### config.mk
export PLATFORM = sky130hd
export DESIGN_NAME = circuit1_sequencer
export DESIGN_NICKNAME = d
export VERILOG_FILES = /design/src/rtl/circuit1_sequencer_pkg.sv /design/src/rtl/circuit1_sequencer_alu.sv /design/src/rtl/circuit1_sequencer.sv
export SDC_FILE = /design/constraint.sdc
export NUM_CORES = 1
export LEC_CHECK = 0
export CORE_MARGIN = 3
export CORE_UTILIZATION = 31
export CTS_CLUSTER_DIAMETER = 120
export DETAILED_ROUTE_END_ITERATION = 7
export HOLD_SLACK_MARGIN = 0.05
export SLEW_MARGIN = 40
export SYNTH_ARGS = -nofsm -noshare
export SYNTH_HDL_FRONTEND = slang
export SYNTH_SLANG_ARGS = --single-unit
### constraint.sdc
create_clock -name Clk -period 4 [get_ports Clk]
set_clock_uncertainty 0.05 [all_clocks]
set_input_delay 0.8 -clock Clk [delete_from_list [all_inputs] [get_ports Clk]]
set_output_delay 0.8 -clock Clk [all_outputs]
set_load 0.02 [all_outputs]
### src/rtl/circuit1_sequencer_pkg.sv
// Shared definitions for the circuit1 sequencer: FSM states, ALU op codes
// and the default operand width.
// Imported by circuit1_sequencer and shared_alu.
package circuit1_sequencer_pkg;

   localparam int DATAWIDTH_DEF = 8;

   typedef enum logic [2:0] {
      IDLE   = 3'd0,
      ADD_AB = 3'd1,
      ADD_AC = 3'd2,
      MUL_AC = 3'd3,
      SUB_FD = 3'd4,
      DONE   = 3'd5
   } state_t;

   typedef enum logic [1:0] {
      OP_ADD = 2'd0,
      OP_SUB = 2'd1,
      OP_GT  = 2'd2
   } alu_op_t;

endpackage

### src/rtl/circuit1_sequencer_alu.sv
// shared_alu: combinational add / subtract / unsigned greater-than unit.
// Latency: none (pure combinational). Backpressure: none.
// Ports: op_i selects the function, a_i/b_i operands, res_o op-selected
//        result (modulo 2^W), gt_o the (a_i > b_i) flag, valid for every op.
module shared_alu
   import circuit1_sequencer_pkg::*;
#(
   parameter int W = 2 * DATAWIDTH_DEF
) (
   input  alu_op_t        op_i,
   input  logic [W-1:0]   a_i,
   input  logic [W-1:0]   b_i,
   output logic [W-1:0]   res_o,
   output logic           gt_o
);

   // The comparator is exposed on its own so the sequencer can capture the
   // sum and the compare flag in the same cycle with one unit.
   assign gt_o = (a_i > b_i);

   always_comb begin
      res_o = '0;
      case (op_i)
         OP_ADD:  res_o = a_i + b_i;
         OP_SUB:  res_o = a_i - b_i;
         OP_GT:   res_o = {{(W-1){1'b0}}, gt_o};
         default: res_o = '0;
      endcase
   end

endmodule

### src/rtl/circuit1_sequencer.sv
// circuit1_sequencer: computes d=a+b, e=a+c, g=(a>b), f=a*c, x=f-d and
// z=(e!=0)?d:g over five states with one shared ALU and one multiplier.
// Latency: start accepted at edge N -> done high in the cycle after edge N+4.
// Backpressure: none; start is only sampled in IDLE, ignored otherwise.
// Ports: Clk, Rst (sync, active-high), start, a/b/c operands in;
//        busy, done pulse, z (DATAWIDTH) and x (2*DATAWIDTH) results out.
module circuit1_sequencer
   import circuit1_sequencer_pkg::*;
#(
   parameter int DATAWIDTH = DATAWIDTH_DEF
) (
   input  logic                     Clk,
   input  logic                     Rst,
   input  logic                     start,
   input  logic [DATAWIDTH-1:0]     a,
   input  logic [DATAWIDTH-1:0]     b,
   input  logic [DATAWIDTH-1:0]     c,
   output logic                     busy,
   output logic                     done,
   output logic [DATAWIDTH-1:0]     z,
   output logic [2*DATAWIDTH-1:0]   x
);

   localparam int DW = DATAWIDTH;
   localparam int XW = 2 * DATAWIDTH;

   state_t          state_q, state_d;
   logic [DW-1:0]   a_q, a_d, b_q, b_d, c_q, c_d;
   logic [DW-1:0]   d_q, d_d, e_q, e_d;
   logic            g_q, g_d;
   logic [XW-1:0]   f_q, f_d;
   logic [DW-1:0]   z_q, z_d;
   logic [XW-1:0]   x_q, x_d;

   alu_op_t         alu_op;
   logic [XW-1:0]   alu_a, alu_b, alu_res;
   logic            alu_gt;
   logic [XW-1:0]   mul_prod;

   shared_alu #(.W(XW)) u_alu (
      .op_i  (alu_op),
      .a_i   (alu_a),
      .b_i   (alu_b),
      .res_o (alu_res),
      .gt_o  (alu_gt)
   );

   // Operands are widened before the multiply so the full product is kept.
   assign mul_prod = {{DW{1'b0}}, a_q} * {{DW{1'b0}}, c_q};

   always_comb begin
      state_d = state_q;
      a_d     = a_q;
      b_d     = b_q;
      c_d     = c_q;
      d_d     = d_q;
      e_d     = e_q;
      g_d     = g_q;
      f_d     = f_q;
      z_d     = z_q;
      x_d     = x_q;
      alu_op  = OP_ADD;
      alu_a   = '0;
      alu_b   = '0;

      case (state_q)
         IDLE: begin
            if (start) begin
               a_d     = a;
               b_d     = b;
               c_d     = c;
               state_d = ADD_AB;
            end
         end
         ADD_AB: begin
            // Sum and compare come from the same ALU evaluation.
            alu_op  = OP_ADD;
            alu_a   = {{DW{1'b0}}, a_q};
            alu_b   = {{DW{1'b0}}, b_q};
            d_d     = alu_res[DW-1:0];
            g_d     = alu_gt;
            state_d = ADD_AC;
         end
         ADD_AC: begin
            alu_op  = OP_ADD;
            alu_a   = {{DW{1'b0}}, a_q};
            alu_b   = {{DW{1'b0}}, c_q};
            e_d     = alu_res[DW-1:0];
            state_d = MUL_AC;
         end
         MUL_AC: begin
            f_d     = mul_prod;
            state_d = SUB_FD;
         end
         SUB_FD: begin
            alu_op  = OP_SUB;
            alu_a   = f_q;
            alu_b   = {{DW{1'b0}}, d_q};
            x_d     = alu_res;
            z_d     = (e_q != '0) ? d_q : {{(DW-1){1'b0}}, g_q};
            state_d = DONE;
         end
         DONE: begin
            state_d = IDLE;
         end
         default: begin
            state_d = IDLE;
         end
      endcase
   end

   always_ff @(posedge Clk) begin
      if (Rst) begin
         state_q <= IDLE;
         a_q     <= '0;
         b_q     <= '0;
         c_q     <= '0;
         d_q     <= '0;
         e_q     <= '0;
         g_q     <= 1'b0;
         f_q     <= '0;
         z_q     <= '0;
         x_q     <= '0;
      end else begin
         state_q <= state_d;
         a_q     <= a_d;
         b_q     <= b_d;
         c_q     <= c_d;
         d_q     <= d_d;
         e_q     <= e_d;
         g_q     <= g_d;
         f_q     <= f_d;
         z_q     <= z_d;
         x_q     <= x_d;
      end
   end

   assign busy = (state_q != IDLE);
   assign done = (state_q == DONE);
   assign z    = z_q;
   assign x    = x_q;

endmodule

After elaboration in Yosys (flattened, before gate mapping)
Cells that the tools add are included.

Register bits: 84. Output and inout port bits: 26.

Equal/unequal tests: 8. $lt $le $gt $ge: 1. Muxes and demuxes: 7. Reduce and logical (&&, ||, !) cells: 6. $mul: 1. Add/subtract/negate cells: 2.

Operators with widths (number): 16-bit case mux with 3 select lines (1); 16-bit case mux with 2 select lines (1); 8-bit case mux with 3 select lines (1); 16-bit by 8-bit adder with 16-bit output (1); 16-bit by 8-bit greater-than comparator with 1-bit output (1); 8-bit by 8-bit multiplier with 16-bit output (1); 16-bit by 8-bit subtractor with 16-bit output (1); 3-bit case mux with 5 select lines (1); 8-bit 2-to-1 mux (1); 8-bit nonzero test (1); 3-bit by 2-bit == test with 1-bit output, second input constant (2); 3-bit == test, second input constant (2); 3-bit by 1-bit == test with 1-bit output, second input constant (1); 3-bit zero test (1); 3-bit 2-to-1 mux (1); 3-bit nonzero test (1); 1-bit by 2-bit == test with 1-bit output, second input constant (1); 2-bit zero test (1); 2-bit != test, second input constant (1); 2-bit AND reduction (1); 2-bit OR reduction (1); 1-bit == test, second input constant (1); 1-bit 2-to-1 mux (1).

Longest topological paths before layout
Depth in word-level cells: 5. Gate-level depth with buffers: 17. Gate-level depth less buffers: 16.

Cells and area by module
From an unflattened synthesis, not the netlist that was laid out.

Cells, all modules: 900. Area, all modules: 7145.6 µm².

By module, submodules not included: circuit1_sequencer (seq. area each 1681.6 µm², instances 1, area each 5375.2 µm², cells each 645); shared_alu (seq. area each 0.0 µm², instances 1, area each 1770.4 µm², cells each 255).

Worst setup path before layout
Ideal clock, no wire load.

Path kind: register to register. From: register c_q[6]. To: register f_q[15]. Clock period less this slack: 4260 ps. Arrival: 4093 ps. Setup slack: -260 ps. Setup time: 117 ps. Cell stages (with the launch flop): 16. Data required time: 3833 ps. Path through: dfxtp_1 clkbuf_1 and2_1 fa_1 fa_1 fa_1 inv_1 fa_1 inv_1 ha_1 clkbuf_1 a2111o_1 o21ai_1 o21bai_1 xnor2_1 a22o_1.

Longest elaborated chain between the ends: 1.

Ends and longest elaborated chain: start, declared (line circuit1_sequencer.sv:28) `logic [DW-1:0] a_q, a_d, b_q, b_d, c_q, c_d;`; start signal, assigned (line circuit1_sequencer.sv:117) `c_q <= '0;`; start signal, assigned (line circuit1_sequencer.sv:128) `c_q <= c_d;`; 8-bit by 8-bit multiplier with 16-bit output (line circuit1_sequencer.sv:49) `assign mul_prod = {{DW{1'b0}}, a_q} * {{DW{1'b0}}, c_q};`; end signal, assigned (line circuit1_sequencer.sv:121) `f_q <= '0;`; end signal, assigned (line circuit1_sequencer.sv:132) `f_q <= f_d;`; end, declared (line circuit1_sequencer.sv:31) `logic [XW-1:0] f_q, f_d;`.

No other way between the ends. A chain may end at the register's enable or synchronous reset.

Final worst setup path
From: register c_q[5]. To: register f_q[15].

The elaborated chain is that of the path after synthesis.

==> reports/metrics.cfg <==
[clocking]
clock_latency_ps=350
cts_tree=built
clock-root-buffer=clkbuf_16
path_clk_slew_ps=60
numCtsBuffers=9
cts_sinks=84
clockBufferDepth=2
htreeDepth=3

[routing]
drc=0
wl_per_cell_um=12.8
antenna_left=0
drt_first_pass_iters=7
drt-initial-drc-count=230
routed_wl_um=14100
viasPerCell=4.69
vias=5156

[critical_path]
crit_path_max_fanout=6
r2r_cells=12
crit_path_top_delay_cell=fa_1
regToRegEndpoint=f_q[15]
rrSetupSlack_ps=40
crit_top_cell=fa_1
critical_path.startpoint_type=register
end_kind=register
r2r-start=c_q[5]
critical_path_class=reg2reg
critPathTopFamily=adder cells
critPathBufInv=1
crit_arrival_ps=4150
worstPathRequired_ps=4190
cpPeakStageDelay_ps=570
worstPathCellList=nand2_1 > fa_1 > fa_1 > fa_1 > fa_1 > inv_1 > ha_1 > a2111o_1 > o21ai_2 > o21bai_1 > xnor2_1 > a22o_1

[timing]
worst_slack_ps=42.3
max_freq_ghz=0.253
setup_viol=0
finalCritPeriodShare_pct=98.9
maxSlewHeadroom_pct=48.9
rsz0062_at_grt=yes
period_needed_ps=3960
worstMarginPinSlew_ps=767
hold_viol=0
fin_hold_ws_ps=399
drv_slew=0

[placed_design]
pre_cts_slack_ps=-131
gp_congestion=0.839
dp_hpwl_um=11200
io_buffers=52
postPlaceCellArea_um2=7200

[worst_hold_path]
hold_depth=2
min_to=x[14]
worstHoldPathType=reg2reg
hold_start=x[14]

[synth]
synth_cells=770
synth_area_leaders=dfxtp_1 27%, fa_1 12%, ha_1 10%, nand2_1 7.7%, a21oi_1 6.2%
synth-async-reset-ratio_pct=0
yosysSeqAreaShare_pct=27.2
syn_nets=886
ys_ff_latch=84
synth-edff-count=0
syn_avg_cell_area_um2=8.02
yosys_warnings=0
synth_largest_area_cell=dfxtp_1
ys.flop_type=dfxtp_1
syn_area_um2=6180
synth_top_cell_area_share_pct=27.2
synth.distinct_cells=55

[grt]
antenna_found_initial=0
grt_pass1_wl_um=24300
met2_usage_pct=19.6
gr-max-usage-layer=met1
track_usage_pct=13.4
grt_pass1_vias=4902
use_met3_pct=2.34
grt_max_degree=44
grt.overflow.total=0
grtUsageMet1_pct=20.0

[final_layout]
drive_gt1_share_pct=13.7
final_common_cell=nand2_1
synthToLayoutAreaGrowth_pct=23.2
utilization_pct=39.0
fillers=2063
fin_nets=946
antenna_cells=0
fin_area_um2=7610
final_cell_mix=125 x nand2_1, 73 x a21oi_1, 73 x dfxtp_1, 61 x inv_1, 60 x nor2_1

[floorplanning]
dieArea_um2=21700
fp.dieH_um=147
rows=51
die-width_um=147
start_util_pct=31.6
coreArea_um2=19500
ios=53

[power]
power_density_nw_per_um2=282
p_leak_nw=3.23
peakVddDrop_uv=206

[run_status]
outcome=complete, no violations

[job]
drv_cap=0

==> how the worst max path moves through the flow <==
stage / from / to / slack, ps / depth (start not counted)
5_1_grt: a_q[3] / f_q[15] / -180 / 16
6_report: c_q[5] / f_q[15] / 40 / 12
3_5_place_dp: c_q[5] / f_q[13] / -130 / 12
3_3_place_gp: c_q[5] / f_q[13] / -90 / 12
2_1_floorplan: a_q[1] / f_q[13] / 0.3 / 14
4_1_cts: c_q[7] / f_q[13] / -10 / 12
==> through the flow <==
| stage | power, mW | setup TNS (ps) | instances |
|---|---|---|---|
| global route | 2.27 | -770 | 1099 |
| detailed placement | 1.41 | -619 | 1080 |
| global placement | 1.41 | -328 | 1080 |
| CTS | 2.16 | -12.5 | 1097 |
| floorplan | 1.26 | 0 | 770 |
| finish | 2.15 | 0 | 1099 |
==> state kept, by name (all words and copies together) (netlist names) <==
| name | flops |
|---|---|
| e_q | 8 |
| x | 16 |
| z | 8 |
| b_q | 8 |
| f_q | 16 |
| g_q | 1 |
| d_q | 8 |
| c_q | 8 |
| state_q | 3 |
| a_q | 8 |
==> power breakdown <==
group | switching [mW] | leakage, nW | internal, mW
Sequential | 0.0373 | 0.688 | 0.874
Combinational | 0.275 | 2.42 | 0.215
Clock | 0.333 | 0.118 | 0.416
Total | 0.645 | 3.23 | 1.50
==> synth_stat cells (4+ instances only) <==
cell,instances
buf_2,8
dfxtp_1,84
nand2b_1,6
a22oi_1,16
clkbuf_1,36
xor2_1,8
xnor2_1,13
a21o_1,5
nor4_1,4
and2_1,46
buf_1,5
o21ai_0,6
fa_1,38
nor2b_1,7
nand3b_1,4
nand3_1,6
inv_1,64
nor2_1,61
o21a_1,4
a22o_1,10
nor3_1,5
a21oi_1,76
ha_1,51
nand2_1,126
a211oi_1,20
o21ai_1,12
==> tightest hold or removal path, stage by stage, from the launching register on <==
cell	delay (ps)
dfxtp_1	310
nand2_1	50
a21oi_1	50
==> cell type report <==
cell class	count	area (µm²)	area share, %
clock buffers	11	233	3.06
multi-input cells	570	4190	55.1
well taps	265	332	4.36
flip-flops and latches	84	1710	22.4
clock inverters	4	27.5	0.362
inverters	66	248	3.25
repair buffers	99	872	11.5
==> logic make-up after synthesis <==
logic type / after synthesis / share of synthesized area [%]
XOR/XNOR: 21 / 2.98
AND/OR/NAND/NOR: 283 / 21.4
buffers and inverters: 116 / 7.33
flip-flops: 84 / 27.2
adder cells (fa/ha/maj): 89 / 22.6
AO/OA/AOI/OAI: 177 / 18.4
==> routing by layer <==
layer  up-vias  part of all wire (%)
met2        84                    43
met3        14                   3.4
met4         0                   1.7
met5         -                     0
li1       2689                     -
met1      2369                    51
==> repair_timing <==
| item | 4_1_cts | 5_1_grt |
|---|---|---|
| resized for setup | 13 | 22 |
| endpoints found under the setup margin | 7 | 8 |
| pin swaps | 7 | 17 |
| setup buffers | 2 | 2 |
| hold buffers | 0 | 0 |
Power figures use the tool's default switching activity.
